`src/rtl/approx_dot_acc.sv`:
```
// approx_dot_acc
// Streaming dot-product accumulator that sits after the unsigned 8x8 approximate
// multipliers. Sums one PW-bit product per accepted beat until in_last, or until
// MAX_LEN beats have been taken, then presents the total on a valid/ready result
// port. While the result is presented, no input beat is accepted.
//
// Build option:
//   APPROX_DOT_ACC_SAT_EN  when defined, the sum saturates to all-ones on the first
//                          carry out of ACC_W bits. When undefined, the sum wraps
//                          modulo 2^ACC_W. out_ovf reports the carry in both builds.
//
// Ports:
//   clk        rising-edge clock
//   rst_n      synchronous reset, active low
//   in_valid   product beat valid
//   in_ready   block can accept a beat (high while accumulating)
//   in_prod    unsigned product, PW bits
//   in_last    beat is the final product of the vector
//   out_valid  result valid
//   out_ready  consumer accepts the result
//   out_sum    unsigned sum of the vector's products, ACC_W bits
//   out_count  number of products in the vector (1..MAX_LEN), CW bits
//   out_ovf    a carry out of ACC_W bits occurred during the vector
//   out_trunc  vector was force-ended at MAX_LEN without in_last

module approx_dot_acc #(
  parameter int unsigned PW      = 16,
  parameter int unsigned ACC_W   = 24,
  parameter int unsigned MAX_LEN = 256,
  parameter int unsigned CW      = $clog2(MAX_LEN + 1)
) (
  input  logic             clk,
  input  logic             rst_n,
  input  logic             in_valid,
  output logic             in_ready,
  input  logic [PW-1:0]    in_prod,
  input  logic             in_last,
  output logic             out_valid,
  input  logic             out_ready,
  output logic [ACC_W-1:0] out_sum,
  output logic [CW-1:0]    out_count,
  output logic             out_ovf,
  output logic             out_trunc
);

  localparam logic StAcc  = 1'b0;
  localparam logic StHold = 1'b1;

  logic             state_q, state_d;
  logic [ACC_W-1:0] acc_q, acc_d;
  logic [CW-1:0]    cnt_q, cnt_d;
  logic             ovf_q, ovf_d;
  logic [ACC_W-1:0] out_sum_q, out_sum_d;
  logic [CW-1:0]    out_count_q, out_count_d;
  logic             out_ovf_q, out_ovf_d;
  logic             out_trunc_q, out_trunc_d;

  logic             accept;
  logic [ACC_W:0]   sum_ext;
  logic             carry;
  logic [ACC_W-1:0] sum_next;
  logic [CW-1:0]    cnt_n;
  logic             end_vec;

  assign accept  = in_valid & (state_q == StAcc);
  // One extra bit so the carry out of the accumulator is visible.
  assign sum_ext = {1'b0, acc_q} + {{(ACC_W + 1 - PW){1'b0}}, in_prod};
  assign carry   = sum_ext[ACC_W];
  assign cnt_n   = cnt_q + CW'(1);
  assign end_vec = accept & (in_last | (cnt_n == CW'(MAX_LEN)));

`ifdef APPROX_DOT_ACC_SAT_EN
  // Once saturated, any further nonzero product carries again, so the value
  // stays pinned at all-ones for the rest of the vector.
  assign sum_next = carry ? {ACC_W{1'b1}} : sum_ext[ACC_W-1:0];
`else
  assign sum_next = sum_ext[ACC_W-1:0];
`endif

  always_comb begin
    state_d     = state_q;
    acc_d       = acc_q;
    cnt_d       = cnt_q;
    ovf_d       = ovf_q;
    out_sum_d   = out_sum_q;
    out_count_d = out_count_q;
    out_ovf_d   = out_ovf_q;
    out_trunc_d = out_trunc_q;
    if (state_q == StAcc) begin
      if (end_vec) begin
        out_sum_d   = sum_next;
        out_count_d = cnt_n;
        out_ovf_d   = ovf_q | carry;
        out_trunc_d = ~in_last;
        acc_d       = '0;
        cnt_d       = '0;
        ovf_d       = 1'b0;
        state_d     = StHold;
      end else if (accept) begin
        acc_d = sum_next;
        cnt_d = cnt_n;
        ovf_d = ovf_q | carry;
      end
    end else begin
      // Result stays stable until taken; input reopens on the following cycle.
      if (out_ready) begin
        state_d = StAcc;
      end
    end
  end

  always_ff @(posedge clk) begin
    if (!rst_n) begin
      state_q     <= StAcc;
      acc_q       <= '0;
      cnt_q       <= '0;
      ovf_q       <= 1'b0;
      out_sum_q   <= '0;
      out_count_q <= '0;
      out_ovf_q   <= 1'b0;
      out_trunc_q <= 1'b0;
    end else begin
      state_q     <= state_d;
      acc_q       <= acc_d;
      cnt_q       <= cnt_d;
      ovf_q       <= ovf_d;
      out_sum_q   <= out_sum_d;
      out_count_q <= out_count_d;
      out_ovf_q   <= out_ovf_d;
      out_trunc_q <= out_trunc_d;
    end
  end

  assign in_ready  = (state_q == StAcc);
  assign out_valid = (state_q == StHold);
  assign out_sum   = out_sum_q;
  assign out_count = out_count_q;
  assign out_ovf   = out_ovf_q;
  assign out_trunc = out_trunc_q;

endmodule

```
`config.mk`:
```
export PLATFORM = sky130hd
export DESIGN_NAME = approx_dot_acc
export DESIGN_NICKNAME = d
export VERILOG_FILES = /design/src/rtl/approx_dot_acc.sv
export SDC_FILE = /design/constraint.sdc
export NUM_CORES = 1
export LEC_CHECK = 0
export CORE_MARGIN = 2
export CORE_UTILIZATION = 35
export DETAILED_ROUTE_END_ITERATION = 10
export GPL_TIMING_DRIVEN = 0
export SLEW_MARGIN = 40
export SYNTH_ARGS = -nofsm -noshare
export SYNTH_HDL_FRONTEND = slang
export SYNTH_SLANG_ARGS = --single-unit
```
`constraint.sdc`:
```
create_clock -name clk -period 3.6 [get_ports clk]
set_input_delay 1.08 -clock clk [delete_from_list [all_inputs] [get_ports clk]]
set_output_delay 1.08 -clock clk [all_outputs]
set_load 0.01 [all_outputs]
```
* After elaboration in Yosys (flattened, before gate mapping)
Cells that the tools add are included.
** Storage, ports and cells
- Flip-flop bits (word level) :: 70
- Latch bits :: 0
- RAM bits :: 0
- Memory bits (read-only) :: 0
- Input port bits :: 21
- Output and inout port bits :: 37
- Word-level logic and storage cells :: 29
- Memories :: 0
** Cells by class
- $add $sub $neg :: 2
- Multiply operators :: 0
- Div/mod/pow operators :: 0
- Magnitude comparators :: 0
- Eq/ne operators :: 1
- Shift-type cells :: 0
- Muxes and demuxes :: 9
- Bitwise gates (word level) :: 6
- Reductions and logical operators :: 3
** Operators with widths (count)
- 2-to-1 mux 24 bit :: 2
- adder 24 x 16 -> 25 bit :: 1
- 2-to-1 mux 9 bit :: 2
- adder 9 x 1 -> 9 bit (second input constant) :: 1
- == test 9 bit (second input constant) :: 1
- 2-to-1 mux 1 bit :: 5
- AND reduction 2 bit :: 2
- bitwise AND 1 bit :: 2
- inverter 1 bit :: 2
- bitwise OR 1 bit :: 2
- nonzero test 2 bit :: 1

* Logic depth before layout (Yosys ltp)
- Word-level depth :: 6
- Depth in mapped cells :: 10
- Gate-level depth less buffers :: 9

* Least setup slack after synthesis
Ideal clock, no wire load.
- Path type :: input-to-reg
- Start point :: in in_prod[0]
- End point :: reg out_ovf_q, in the netlist out_ovf
- Setup time :: 0.119 ns
- Arrival time :: 3.024 ns
- Data required time :: 3.481 ns
- Setup slack :: 0.458 ns
- Cell stages on the path :: 10
- Path buffers :: 1
- Path through :: ha_1 > fa_1 > a21o_1 > a221oi_2 > nor3_2 > o211ai_2 > and2_1 > buf_6 > o21ai_0 > o221a_1
** On the way
- Longest elaborated chain between the ends :: 2
** RTL lines
- start: declaration :: line 36 : input logic [PW-1:0] in_prod,
- adder 24 x 16 -> 25 bit :: line 67 : assign sum_ext = {1'b0, acc_q} + {{(ACC_W + 1 - PW){1'b0}}, in_prod};
- bitwise OR 1 bit :: line 93 : out_ovf_d = ovf_q | carry;
- end signal: assignment :: line 129 : out_ovf_q <= out_ovf_d;
- end: declaration :: line 55 : logic out_ovf_q, out_ovf_d;
No other way between the ends.
A chain may end at the register's enable or synchronous reset.

* Worst setup path after layout
Ends and elaborated chain as after synthesis.

==> results.py <==
metrics = {
    "route": {
        "via_count": 3464,
        "drc": 0,
        "met1_length_um": 4630,
        "top_layer_used": "met4",
        "wl_met3_um": 515,
        "wl_per_cell_um": 15.4,
        "postRouteAntennaNets": 0,
        "vias_per_cell": 5.32,
        "first_pass_iters": 4,
        "wl_met2_um": 4590,
        "drt_wl_total_um": 10000,
        "drtIter0Drc": 148,
    },
    "yosys": {
        "ys_types": 62,
        "yosysMostFrequentCell": "dfxtp_1",
        "netlist_instances": 443,
        "synth_top_cell_area_share_pct": 37.8,
        "synth_nets": 483,
        "muxShareOfSynthArea_pct": 0,
        "yosys.area_share.adder_pct": 6.62,
        "synthTopCellsByCount": "70 x dfxtp_1, 65 x nand2_1, 47 x a21oi_1",
        "synth_edf_count": 0,
        "synth_area_per_cell_um2": 8.36,
        "postSynthRegisterBits": 70,
        "yosysSeqAreaShare_pct": 37.8,
        "yosysTopAreaCell": "dfxtp_1",
        "synthTopCellsByArea": "dfxtp_1 38%, nand2_1 6.6%, a21oi_1 6.3%, ha_1 6.1%, xnor2_1 3.8%",
        "synth_top_family_by_area": "compound AO/OA/AOI/OAI gates",
        "synth_compound_area_share_pct": 23.5,
        "synth_warnings": 0,
        "async_reset_ff_share_pct": 0,
        "synth_simple_gate_area_share_pct": 21.1,
        "netlist_area_um2": 3700,
        "synth_flop_cell": "dfxtp_1",
        "synth_xor_area_share_pct": 6.62,
    },
    "run": {
        "drv_cap": 0,
    },
    "clock_network": {
        "cts_buffers": 9,
        "cts_resized": 0,
        "postCtsSetupBuffers": 0,
        "cts_hold_buf": 0,
        "cts_tree": "done",
        "worstSkewPairLatency_ns": 0.35,
        "clkSlewWorstSetupHoldPaths_ns": 0.08,
        "clockBufferDepth": 2,
        "cts_root_buffer": "clkbuf_8",
        "clock_sinks": 70,
        "htree_levels": 3,
    },
    "worst_setup_path": {
        "path_buf_inv": 2,
        "path_class": "primary input to flop",
        "slowest_stage": "clkdlybuf4s50_1",
        "crit_required_ns": 3.85,
        "critPathLaunch": "in_prod[0]",
        "cp.arrival_ns": 3.68,
        "startpoint_type": "primary input",
        "end_kind": "flop",
        "path_max_fanout": 7,
        "worst_path_dominant_cell_family": "compound AO/OA/AOI/OAI gates",
        "rr_startpoint": "acc_q[0]$_SDFFE_PN0P_",
        "cp_cell_sequence": "clkdlybuf4s50_1 -> ha_1 -> fa_1 -> a21o_1 -> a221oi_4 -> nor3_2 -> o211ai_2 -> and2_1 -> buf_6 -> o21ai_0 -> o221a_1",
        "critPathMaxStageDelay_ns": 0.42,
    },
    "die": {
        "num_rows": 37,
        "initial_core_util_pct": 35.9,
        "die_w_um": 107,
        "io_pins": 58,
        "die_area_um2": 11400,
        "die_h_um": 107,
        "core_area_um2": 10300,
    },
    "place": {
        "gp_routability_congestion": 0.886,
        "dpl.hpwl_um": 7250,
        "place_ws_ns": -0.285,
        "place_inst": 635,
        "io_buffers": 56,
    },
    "global_route": {
        "grt_pass1_vias": 3357,
        "antenna_found_initial": 0,
        "overflow": 0,
        "grt_max_degree": 12,
        "grt_util_all_layers_pct": 18.2,
        "grt_first_pass_wirelength_um": 16400,
    },
    "sta": {
        "setup_viol": 0,
        "drv_slew": 0,
        "tightest_slew_ns": 0.810,
        "rsz0062_at_grt": "no",
        "maxSlewHeadroom_pct": 45.8,
        "fin_crit_sh_pct": 95.4,
        "worst_slack_ns": 0.164,
        "final_hold_viol_count": 0,
        "fmax_mhz": 291,
        "final.setup_skew_ns": 0.00891,
        "finalCriticalPeriod_ns": 3.44,
    },
    "power": {
        "swShare_pct": 28.1,
        "p_sw_mw": 0.513,
        "combinationalPowerShare_pct": 18.1,
        "seqPwrFrac_pct": 45.4,
        "clkPwrFrac_pct": 36.5,
        "internal-power_mw": 1.31,
        "leakagePower_nw": 1.69,
        "powerDensity_nw_per_um2": 393,
        "peakVddDrop_v": 0.000219,
    },
    "final_layout": {
        "final_util_pct": 45.0,
        "num_antenna_cells": 0,
        "fin_cells": 651,
        "final_nets": 550,
        "area_growth_pct": 25.5,
        "layout-drive-gt1-share_pct": 8.74,
    },
    "worst_hold_path": {
        "hold_start": "acc_q[0]$_SDFFE_PN0P_",
        "hp-class": "flop to flop",
    },
    "run_status": {
        "status": "finished clean",
    },
}
-- cell families after synthesis --
group	Yosys count
DFF	70
buffers and inverters	33
adders and majority gates	19
and+or+nand+nor	161
xor gates and xnor gates	28
AOI/OAI and AO/OA	132
-- sequential cells by signal (all words and copies together) (netlist names) --
signal,count
out_ovf,1
out_trunc,1
out_sum,24
out_valid,1
acc_q,24
cnt_q,9
ovf_q,1
out_count,9
-- path summary, 6_finish.rpt --
| path | to | slack, ns | depth (start not counted) |
|---|---|---|---|
| setup / recovery | out_ovf$_SDFFE_PN0P_ | 0.16 | 11 |
| hold / removal | acc_q[0]$_SDFFE_PN0P_ | 0.46 | 2 |
| setup reg to reg | out_ovf$_SDFFE_PN0P_ | 1.02 | 10 |
| hold reg to reg | acc_q[0]$_SDFFE_PN0P_ | 0.46 | 2 |
-- through the flow --
stage	cell area (um^2)	hold slack, ns	TNS [ns]	total power [mW]
after floorplan	3700	0.429	0	1.05
after global placement	4440	0.442	-2.03	1.17
after detailed placement	4440	0.449	-2.37	1.17
after CTS	4640	0.460	0	1.83
after global routing	4650	0.479	0	1.91
final	4650	0.460	0	1.82
-- placed cells by master, fill, tap and decap left out, types with 3 or more instances in the layout --
cell and n:
clkdlybuf4s50_1 56, nand3_1 26, nand2b_1 4, ha_1 18, buf_4 3, buf_2 8, nor3_1 7, o21ai_1 5
a31oi_1 5, xor2_1 12, nor2_1 29, clkbuf_8 11, a21o_1 3, a22o_1 7, a21oi_1 47, or3_1 6
o21ai_0 20, a211oi_1 11, o22ai_1 4, dfxtp_1 70, buf_1 3, inv_1 9, o211ai_1 3, clkbuf_1 10
and2_1 3, a22oi_1 3, nand2_1 65, xnor2_1 16
-- final cells by class --
| type | instances | area (um^2) |
|---|---|---|
| fillers | 1018 | 5680 |
| inverters | 9 | 33.8 |
| multi-input cells | 340 | 2150 |
| flip-flops and latches | 70 | 1400 |
| repair buffers | 56 | 561 |
| well taps | 136 | 170 |
| clock buffers | 13 | 159 |
| plain buffers | 24 | 126 |
| clock inverters | 3 | 42.5 |
-- per-layer routing --
metal,global-route usage (%),up-vias
met2,29.6,85
met4,6.96,0
li1,-,1723
met1,23.4,1640
met3,4.50,16
met5,0,-
-- power groups by stage --
stage / clock (mW) / sequential (mW) / combinational (mW)
floorplan: 0 / 0.853 / 0.192
global placement: 0 / 0.845 / 0.325
detailed placement: 0 / 0.846 / 0.327
CTS: 0.675 / 0.828 / 0.329
global route: 0.707 / 0.833 / 0.366
finish: 0.666 / 0.828 / 0.330
-- tightest hold or removal path, stage by stage (launching register included) --
cell and delay (ns):
dfxtp_1 0.32, nand2_1 0.05, a21oi_1 0.05
(Power assumes the default switching activity.)
